## config.mk

```make
export PLATFORM = sky130hd
export DESIGN_NAME = seq_det_ctrl
export DESIGN_NICKNAME = d
export VERILOG_FILES = /design/src/rtl/seq_det_ctrl.sv
export SDC_FILE = /design/constraint.sdc
export NUM_CORES = 1
export LEC_CHECK = 0
export ABC_CLOCK_PERIOD_IN_PS = 1560
export CELL_PAD_IN_SITES_DETAIL_PLACEMENT = 1
export CELL_PAD_IN_SITES_GLOBAL_PLACEMENT = 1
export CORE_MARGIN = 4
export CORE_UTILIZATION = 34
export CTS_CLUSTER_DIAMETER = 80
export CTS_CLUSTER_SIZE = 16
export DETAILED_ROUTE_END_ITERATION = 6
export MAX_ROUTING_LAYER = met4
export PLACE_DENSITY = 0.74
export SETUP_SLACK_MARGIN = 0.2
export SYNTH_ARGS = -nofsm -noshare
export SYNTH_HDL_FRONTEND = slang
export SYNTH_SLANG_ARGS = --single-unit
```

## constraint.sdc

```tcl
create_clock -name CK -period 1.56 [get_ports CK]
set_clock_uncertainty 0.05 [all_clocks]
set_input_delay 0.312 -clock CK [delete_from_list [all_inputs] [get_ports CK]]
set_output_delay 0.312 -clock CK [all_outputs]
set_load 0.05 [all_outputs]
```

## src/rtl/seq_det_ctrl.sv

```systemverilog
// Sequencer for a serial Moore sequence detector: accepts a word, clears the detector,
// shifts the word MSB-first and collects a per-bit match map and a saturating match count.
module seq_det_ctrl #(
    parameter int WORD_W = 8,
    parameter int CNT_W  = 4
) (
    input  logic              CK,
    input  logic              R,
    input  logic [WORD_W-1:0] WORD_IN,
    input  logic              WORD_VALID,
    output logic              WORD_READY,
    input  logic              ABORT,
    output logic              DET_IN,
    output logic              DET_R,
    input  logic              DET_HIT,
    output logic              BUSY,
    output logic              DONE,
    output logic [CNT_W-1:0]  MATCH_CNT,
    output logic [WORD_W-1:0] MATCH_MAP
);

    localparam int IDX_W = $clog2(WORD_W);
    localparam logic [IDX_W-1:0] LAST_IDX = IDX_W'(WORD_W - 1);

    typedef enum logic [2:0] {
        S_IDLE,
        S_CLR,
        S_SHIFT,
        S_DRAIN,
        S_DONE
    } state_t;

    state_t             state;
    logic [WORD_W-1:0]  word_sr;
    logic [IDX_W-1:0]   idx;
    logic               active;

    function automatic logic [CNT_W-1:0] sat_inc(input logic [CNT_W-1:0] c);
        return (&c) ? c : c + 1'b1;
    endfunction

    assign active     = (state == S_CLR) || (state == S_SHIFT) || (state == S_DRAIN);
    // An abort clears the detector in the same cycle the controller falls back to idle.
    assign DET_R      = R || (state == S_CLR) || (ABORT && active);
    assign WORD_READY = (state == S_IDLE) && !R;

    always_ff @(posedge CK) begin
        if (R) begin
            state     <= S_IDLE;
            BUSY      <= 1'b0;
            DONE      <= 1'b0;
            DET_IN    <= 1'b0;
            MATCH_CNT <= '0;
            MATCH_MAP <= '0;
            idx       <= '0;
        end else if (ABORT && active) begin
            state     <= S_IDLE;
            BUSY      <= 1'b0;
            DET_IN    <= 1'b0;
            MATCH_CNT <= '0;
            MATCH_MAP <= '0;
            idx       <= '0;
        end else begin
            case (state)
                S_IDLE: begin
                    DONE <= 1'b0;
                    if (WORD_VALID) begin
                        word_sr   <= WORD_IN;
                        MATCH_CNT <= '0;
                        MATCH_MAP <= '0;
                        BUSY      <= 1'b1;
                        DET_IN    <= 1'b0;
                        state     <= S_CLR;
                    end
                end
                S_CLR: begin
                    DET_IN  <= word_sr[WORD_W-1];
                    word_sr <= word_sr << 1;
                    idx     <= '0;
                    state   <= S_SHIFT;
                end
                S_SHIFT: begin
                    // The detector output lags its input by one cycle, so the hit seen now
                    // belongs to the previous bit; at k=0 it still reflects the cleared state.
                    if (idx != '0 && DET_HIT) begin
                        MATCH_MAP[idx - 1'b1] <= 1'b1;
                        MATCH_CNT             <= sat_inc(MATCH_CNT);
                    end
                    if (idx == LAST_IDX) begin
                        DET_IN <= 1'b0;
                        state  <= S_DRAIN;
                    end else begin
                        DET_IN  <= word_sr[WORD_W-1];
                        word_sr <= word_sr << 1;
                        idx     <= idx + 1'b1;
                    end
                end
                S_DRAIN: begin
                    if (DET_HIT) begin
                        MATCH_MAP[WORD_W-1] <= 1'b1;
                        MATCH_CNT           <= sat_inc(MATCH_CNT);
                    end
                    DET_IN <= 1'b0;
                    BUSY   <= 1'b0;
                    DONE   <= 1'b1;
                    idx    <= '0;
                    state  <= S_DONE;
                end
                S_DONE: begin
                    DONE  <= 1'b0;
                    state <= S_IDLE;
                end
                default: begin
                    BUSY   <= 1'b0;
                    DONE   <= 1'b0;
                    DET_IN <= 1'b0;
                    state  <= S_IDLE;
                end
            endcase
        end
    end

endmodule
```

==> After elaboration in Yosys (flattened, before gate mapping) <==
Index checks and enable logic that the tools add are counted.
{ "totals": {"regBits": 29, "in_bits": 13, "output_inout_bits": 17, "elab_cells": 84} }
{ "op_classes": {"n_addsub": 3, "magnitude_cmp": 2, "eq_ne": 10, "muxes": 26, "bitwise": 6, "n_reduce_logical": 28} }
{ "ops": {"columns": ["cell", "n"], "rows": [
  ["$mux 8", 4],
  ["$pmux 8 s3", 1],
  ["$mux 4", 4],
  ["$pmux 7 s2", 1],
  ["$pmux 3 s4", 1],
  ["$pmux 4 s3", 1],
  ["$reduce_and 2->1", 5],
  ["$mux 3", 3],
  ["$reduce_bool 3->1", 3],
  ["$or 8x8->8", 1],
  ["$reduce_and 4->1", 2],
  ["$eq 3x2->1 const B", 2],
  ["$eq 3x3->1 const B", 2],
  ["$ne 2x2->1 const B", 3],
  ["$pmux 3 s2", 1],
  ["$reduce_or 2->1", 3],
  ["$mux 1", 5],
  ["$not 1->1", 5],
  ["$reduce_and 5->1", 1],
  ["$add 4x1->4 const B", 1],
  ["$logic_and 1x1->1", 4],
  ["$logic_or 1x1->1", 4],
  ["$lt 3x4->1 const B", 1],
  ["$ne 2x1->1 const B", 2],
  ["13 further kinds", 15]
]} }

==> Longest topological paths before layout <==
{ "depth": {"ltp_word": 8, "ltp_mapped": 6} }

==> Worst setup path before layout <==
Ideal clock, no wire load.
{ "synth_path": {"path_type": "register to output", "startpoint": "register state[2]", "endpoint": "output WORD_READY", "arrival_ns": 1.747, "slack_ns": -0.549, "path_stages_with_launch": 4, "cell_sequence": "dfxtp_1 buf_2 clkbuf_1 nor3_1"} }
{ "synth_between": {"elab_chain_len": 2} }
{ "synth_rtl": {"columns": ["item", "line", "source"], "rows": [
  ["start, declared", "33", "state_t state;"],
  ["start signal, assigned", "49", "state <= S_IDLE;"],
  ["start signal, assigned", "57", "state <= S_IDLE;"],
  ["start signal, assigned", "73", "state <= S_CLR;"],
  ["$logic_not 3->1", "45", "assign WORD_READY = (state == S_IDLE) && !R;"],
  ["$logic_and 1x1->1", "45", null],
  ["end, declared", "11", "output logic WORD_READY,"]
]} }
No other way between the ends.

==> Worst setup path in the final report <==
{ "layout_path": {"startpoint": "register state[0]", "endpoint": "register MATCH_CNT[0]"} }
{ "layout_between": {"elab_chain_len": 5, "elab_cells_between_ends": 14} }
{ "layout_rtl": {"columns": ["item", "line", "source"], "rows": [
  ["$eq 3x1->1 / $eq 3x2->1 (equally long branches)", "42, 64", null],
  ["$logic_or 1x1->1 (2 in series)", "42", "assign active = (state == S_CLR) || (state == S_SHIFT) || (state == S_DRAIN);"],
  ["$logic_and 1x1->1", "56", "end else if (ABORT && active) begin"],
  ["$reduce_or 2->1 (no source line)", null, null],
  ["end signal, assigned", "87", "MATCH_CNT <= sat_inc(MATCH_CNT);"],
  ["end signal, assigned", "101", "MATCH_CNT <= sat_inc(MATCH_CNT);"],
  ["end, declared", "18", "output logic [CNT_W-1:0] MATCH_CNT,"]
]} }
Parallel ways exist; a longest one is shown, timed or not.
A chain may end at the register's enable or synchronous reset.

==> results <==
==> worst max path at each step <==
stage	endpoint	depth (start not counted)	slack (ns)	start
finish	MATCH_CNT[0]$_SDFFE_PP0P_	6	-0.18	state[0]$_SDFFE_PP0P_
global route	MATCH_CNT[0]$_SDFFE_PP0P_	6	-0.21	state[0]$_SDFFE_PP0P_
CTS	WORD_READY	4	-0.17	state[1]$_SDFFE_PP0P_
detailed placement	MATCH_CNT[0]$_SDFFE_PP0P_	5	-0.30	WORD_VALID
global placement	MATCH_CNT[0]$_SDFFE_PP0P_	5	-0.28	WORD_VALID
floorplan	word_sr[0]$_SDFFCE_PN0P_	4	0.06	state[0]$_SDFFE_PP0P_
==> cell usage in the layout (no fill, tap or decap), types with 2 or more instances in the layout <==
cell             netlist  layout
a2bb2oi_2              0       3
inv_1                  6       5
edfxtp_1               8       8
clkbuf_1               3       2
a31oi_2                2       3
buf_12                 0      16
nor3b_4                0       2
nor2b_1                2       2
nand4_1                3       3
a22oi_2                0       2
nand2_1                7       4
dfxtp_2                0       5
o21ai_0                2       2
a21oi_1                7       4
nand3_1                3       3
mux2_4                 0       7
buf_4                  0      23
nor2_2                 1       6
and3_4                 0       4
a31oi_1                7       4
clkbuf_8               0       6
nand2b_4               0       2
a31oi_4                0       2
clkdlybuf4s50_1        0      12
dfxtp_4                0       3
dfxtp_1               21      13
a21oi_2                0       3
nor2_4                 0       4
nor2_1                16       7
nor3_2                 0       2
nor3_4                 0       2
ha_4                   0       3
and3_1                 6       2
buf_6                  1      10
==> per-stage QoR <==
step / utilization, % / hold slack, ns / total power [uW] / instance area (sq um) / TNS [ns]
final: 66.4 / 0.476 / 2300 / 2670 / -1.89
after floorplan: - / 0.339 / 1190 / 1500 / 0
after global routing: 66.4 / 0.502 / 2400 / 2670 / -3.03
after CTS: 61.0 / 0.442 / 2190 / 2460 / -0.616
after global placement: 52.8 / 0.431 / 1390 / 2130 / -4.75
after detailed placement: 52.8 / 0.451 / 1410 / 2130 / -5.38
==> cell usage after synthesis, types with 3 or more instances <==
| master | n | area (sq um) |
|---|---|---|
| a31oi_1 | 7 | 43.8 |
| nor3b_1 | 3 | 22.5 |
| dfxtp_1 | 21 | 420 |
| nor2_1 | 16 | 60.1 |
| nand3_1 | 3 | 15.0 |
| and3_1 | 6 | 37.5 |
| clkbuf_1 | 3 | 11.3 |
| ha_1 | 5 | 62.6 |
| a21oi_1 | 7 | 35.0 |
| mux2_2 | 7 | 78.8 |
| nand4_1 | 3 | 18.8 |
| nand2_1 | 7 | 26.3 |
| edfxtp_1 | 8 | 240 |
| inv_1 | 6 | 22.5 |
| nor3_1 | 5 | 25.0 |
| a2bb2oi_1 | 3 | 26.3 |
| buf_2 | 3 | 15.0 |
==> worst max-delay path: stages (launching register included) <==
cell	delay, ns
dfxtp_2	0.34
buf_6	0.12
buf_6	0.11
or4b_4	0.55
o31ai_4	0.13
and3_4	0.28
nor3_4	0.04
==> logic make-up (layout without fill, tap and decap cells) <==
logic type      Yosys count  after routing  share of synthesized area, %
mux                       8              8                          6.22
flops                    29             29                          46.2
compound gates           34             34                          17.8
xor+xnor                  3              3                          1.84
fa+ha+maj                 5              5                          4.38
buf+inv                  13             75                          4.20
simple gates             53             53                          19.4
==> layout make-up <==
type | instances | area [sq um] | share of cell area (%)
sequential | 29 | 678 | 25.4
clock buffer | 8 | 90.1 | 3.37
tap | 50 | 62.6 | 2.34
multi-input combinational | 103 | 1090 | 40.9
inverter | 6 | 22.5 | 0.842
timing repair buffer | 61 | 726 | 27.1
==> flip-flops by register name, indices dropped and copies added, names as in the netlist <==
signal,cells
MATCH_MAP,8
word_sr,8
MATCH_CNT,4
idx,3
state,3
BUSY,1
DET_IN,1
DONE,1
==> layer usage <==
metal	share of wire (%)	wire, um
met3	3.7	199
met5	0	0
met2	52	2790
met4	3.0	161
met1	42	2250
==> power by group <==
part | total [uW] | internal, uW | switching [uW]
Sequential | 864 | 829 | 35.3
Clock | 660 | 359 | 301
Combinational | 773 | 394 | 379
==> what timing repair did <==
| item | CTS | global route |
|---|---|---|
| buffers inserted | 5 | 5 |
| endpoints found under the hold margin | 0 | 0 |
| endpoints found under the setup margin | 35 | 39 |
| cloned | 0 | 0 |
| resized for setup | 46 | 38 |
| pin swaps | 20 | 16 |
==> run_results.csv <==
group,metric,value,unit
layout,instances_no_fill,257,
grt,antenna_found_initial,0,
clock_tree,htree_levels,2,
timing,slew_viol_final,0,
power,peakVddDrop,0.000651,V
power,p_per_area,859,nW/um^2
grt,grt_pass1_wl,7900,um
grt,use_met1,22.6,%
die,die_area,5300,sq um
status,violations,"negative setup slack",
routing,num_vias,1375,
routing,first_iter_violations,69,
timing,fmax,574,MHz
logic_synthesis,synthArstFlopShare,0,%
clock_tree,clockRootBuffer,"clkbuf_8",
setup_path,rrSetupSlack,-0.18,ns
layout,area_growth,87.1,%
setup_path,r2r_cells,6,
status,outcome,"finished with violations",
setup_path,start_kind,"flip-flop",
die,ioPinCount,30,
routing,drt_pass1_iterations,4,
placed_design,place_hpwl,2920,um
timing,grt_setup_unrepaired,"true",
timing,fin_crit_sh,112,%
grt,grt_max_degree,10,
clock_tree,hold_buffers,0,
routing,wl_per_cell,21.0,um
logic_synthesis,synthDistinctLibCells,41,
die,initial_utilization,35.5,%
layout,drive_above_1_share,61.8,%
layout,fillers,386,
die,die-height,72.8,um
die,die_w,72.8,um
min_path,worstHoldStart,"MATCH_CNT[1]$_SDFFE_PP0P_",
placed_design,io_buffers,29,
grt,grt-busiest-layer,"met2",
logic_synthesis,syn_area,1430,sq um
clock_tree,clk_latency,0.29,ns
placed_design,dp.cells,239,
run,maxCapViolations,0,
logic_synthesis,yosys_warnings,0,
min_path,min-delay-path-class,"reg2reg",
grt,use_met3,4.96,%
setup_path,crit-reg2reg-launch,"state[0]$_SDFFE_PP0P_",
setup_path,crit_fanout,6,
setup_path,r2r-end,"MATCH_CNT[0]$_SDFFE_PP0P_",
clock_tree,clkSinkCount,29,
die,core_area,4030,sq um
timing,min_period,1.74,ns
logic_synthesis,synth_cells,145,
timing,finalWorstSetupSlack,-0.182,ns
timing,slew-limit-headroom,74.5,%
min_path,whs_endpoint,"MATCH_CNT[1]$_SDFFE_PP0P_",
setup_path,end_kind,"flip-flop",
grt,grt_use_total,20.8,%
grt,grt-ovfl-total,0,
logic_synthesis,syn_area_per_cell,9.85,sq um
layout,diodes,0,
routing,drc,0,
setup_path,worstPathArrival,1.86,ns
logic_synthesis,ys_seq_elements,29,
clock_tree,clk_pin_slew,0.07,ns
grt,grt_pass1_vias,1498,
routing,routed_wl,5400,um
clock_tree,numCtsBuffers,5,
setup_path,required,1.68,ns
logic_synthesis,synth-main-ff-cell,"dfxtp_1",
routing,ant_nets,0,
grt,met2_usage,37.2,%
clock_tree,cts_tree,"built",
logic_synthesis,yosysSeqAreaShare,46.2,%
min_path,min_path_cells,2,
clock_tree,clk_path_buf_depth,2,
logic_synthesis,synth_fp_nets,163,
placed_design,pre_cts_slack,-0.298,ns
die,row_count,23,
timing,worst_slew_pin_slew,0.383,ns
routing,vias_per_cell,5.35,
timing,hold_viol_final,0,
layout,fin_nets,224,
logic_synthesis,synth_edf_count,8,
placed_design,gp_congestion,0.829,
setup_path,crit_type,"reg2reg",
power,p_leak,0.000965,uW
timing,setup_viol,30,
Note: power is estimated with default switching activity, not from simulation.
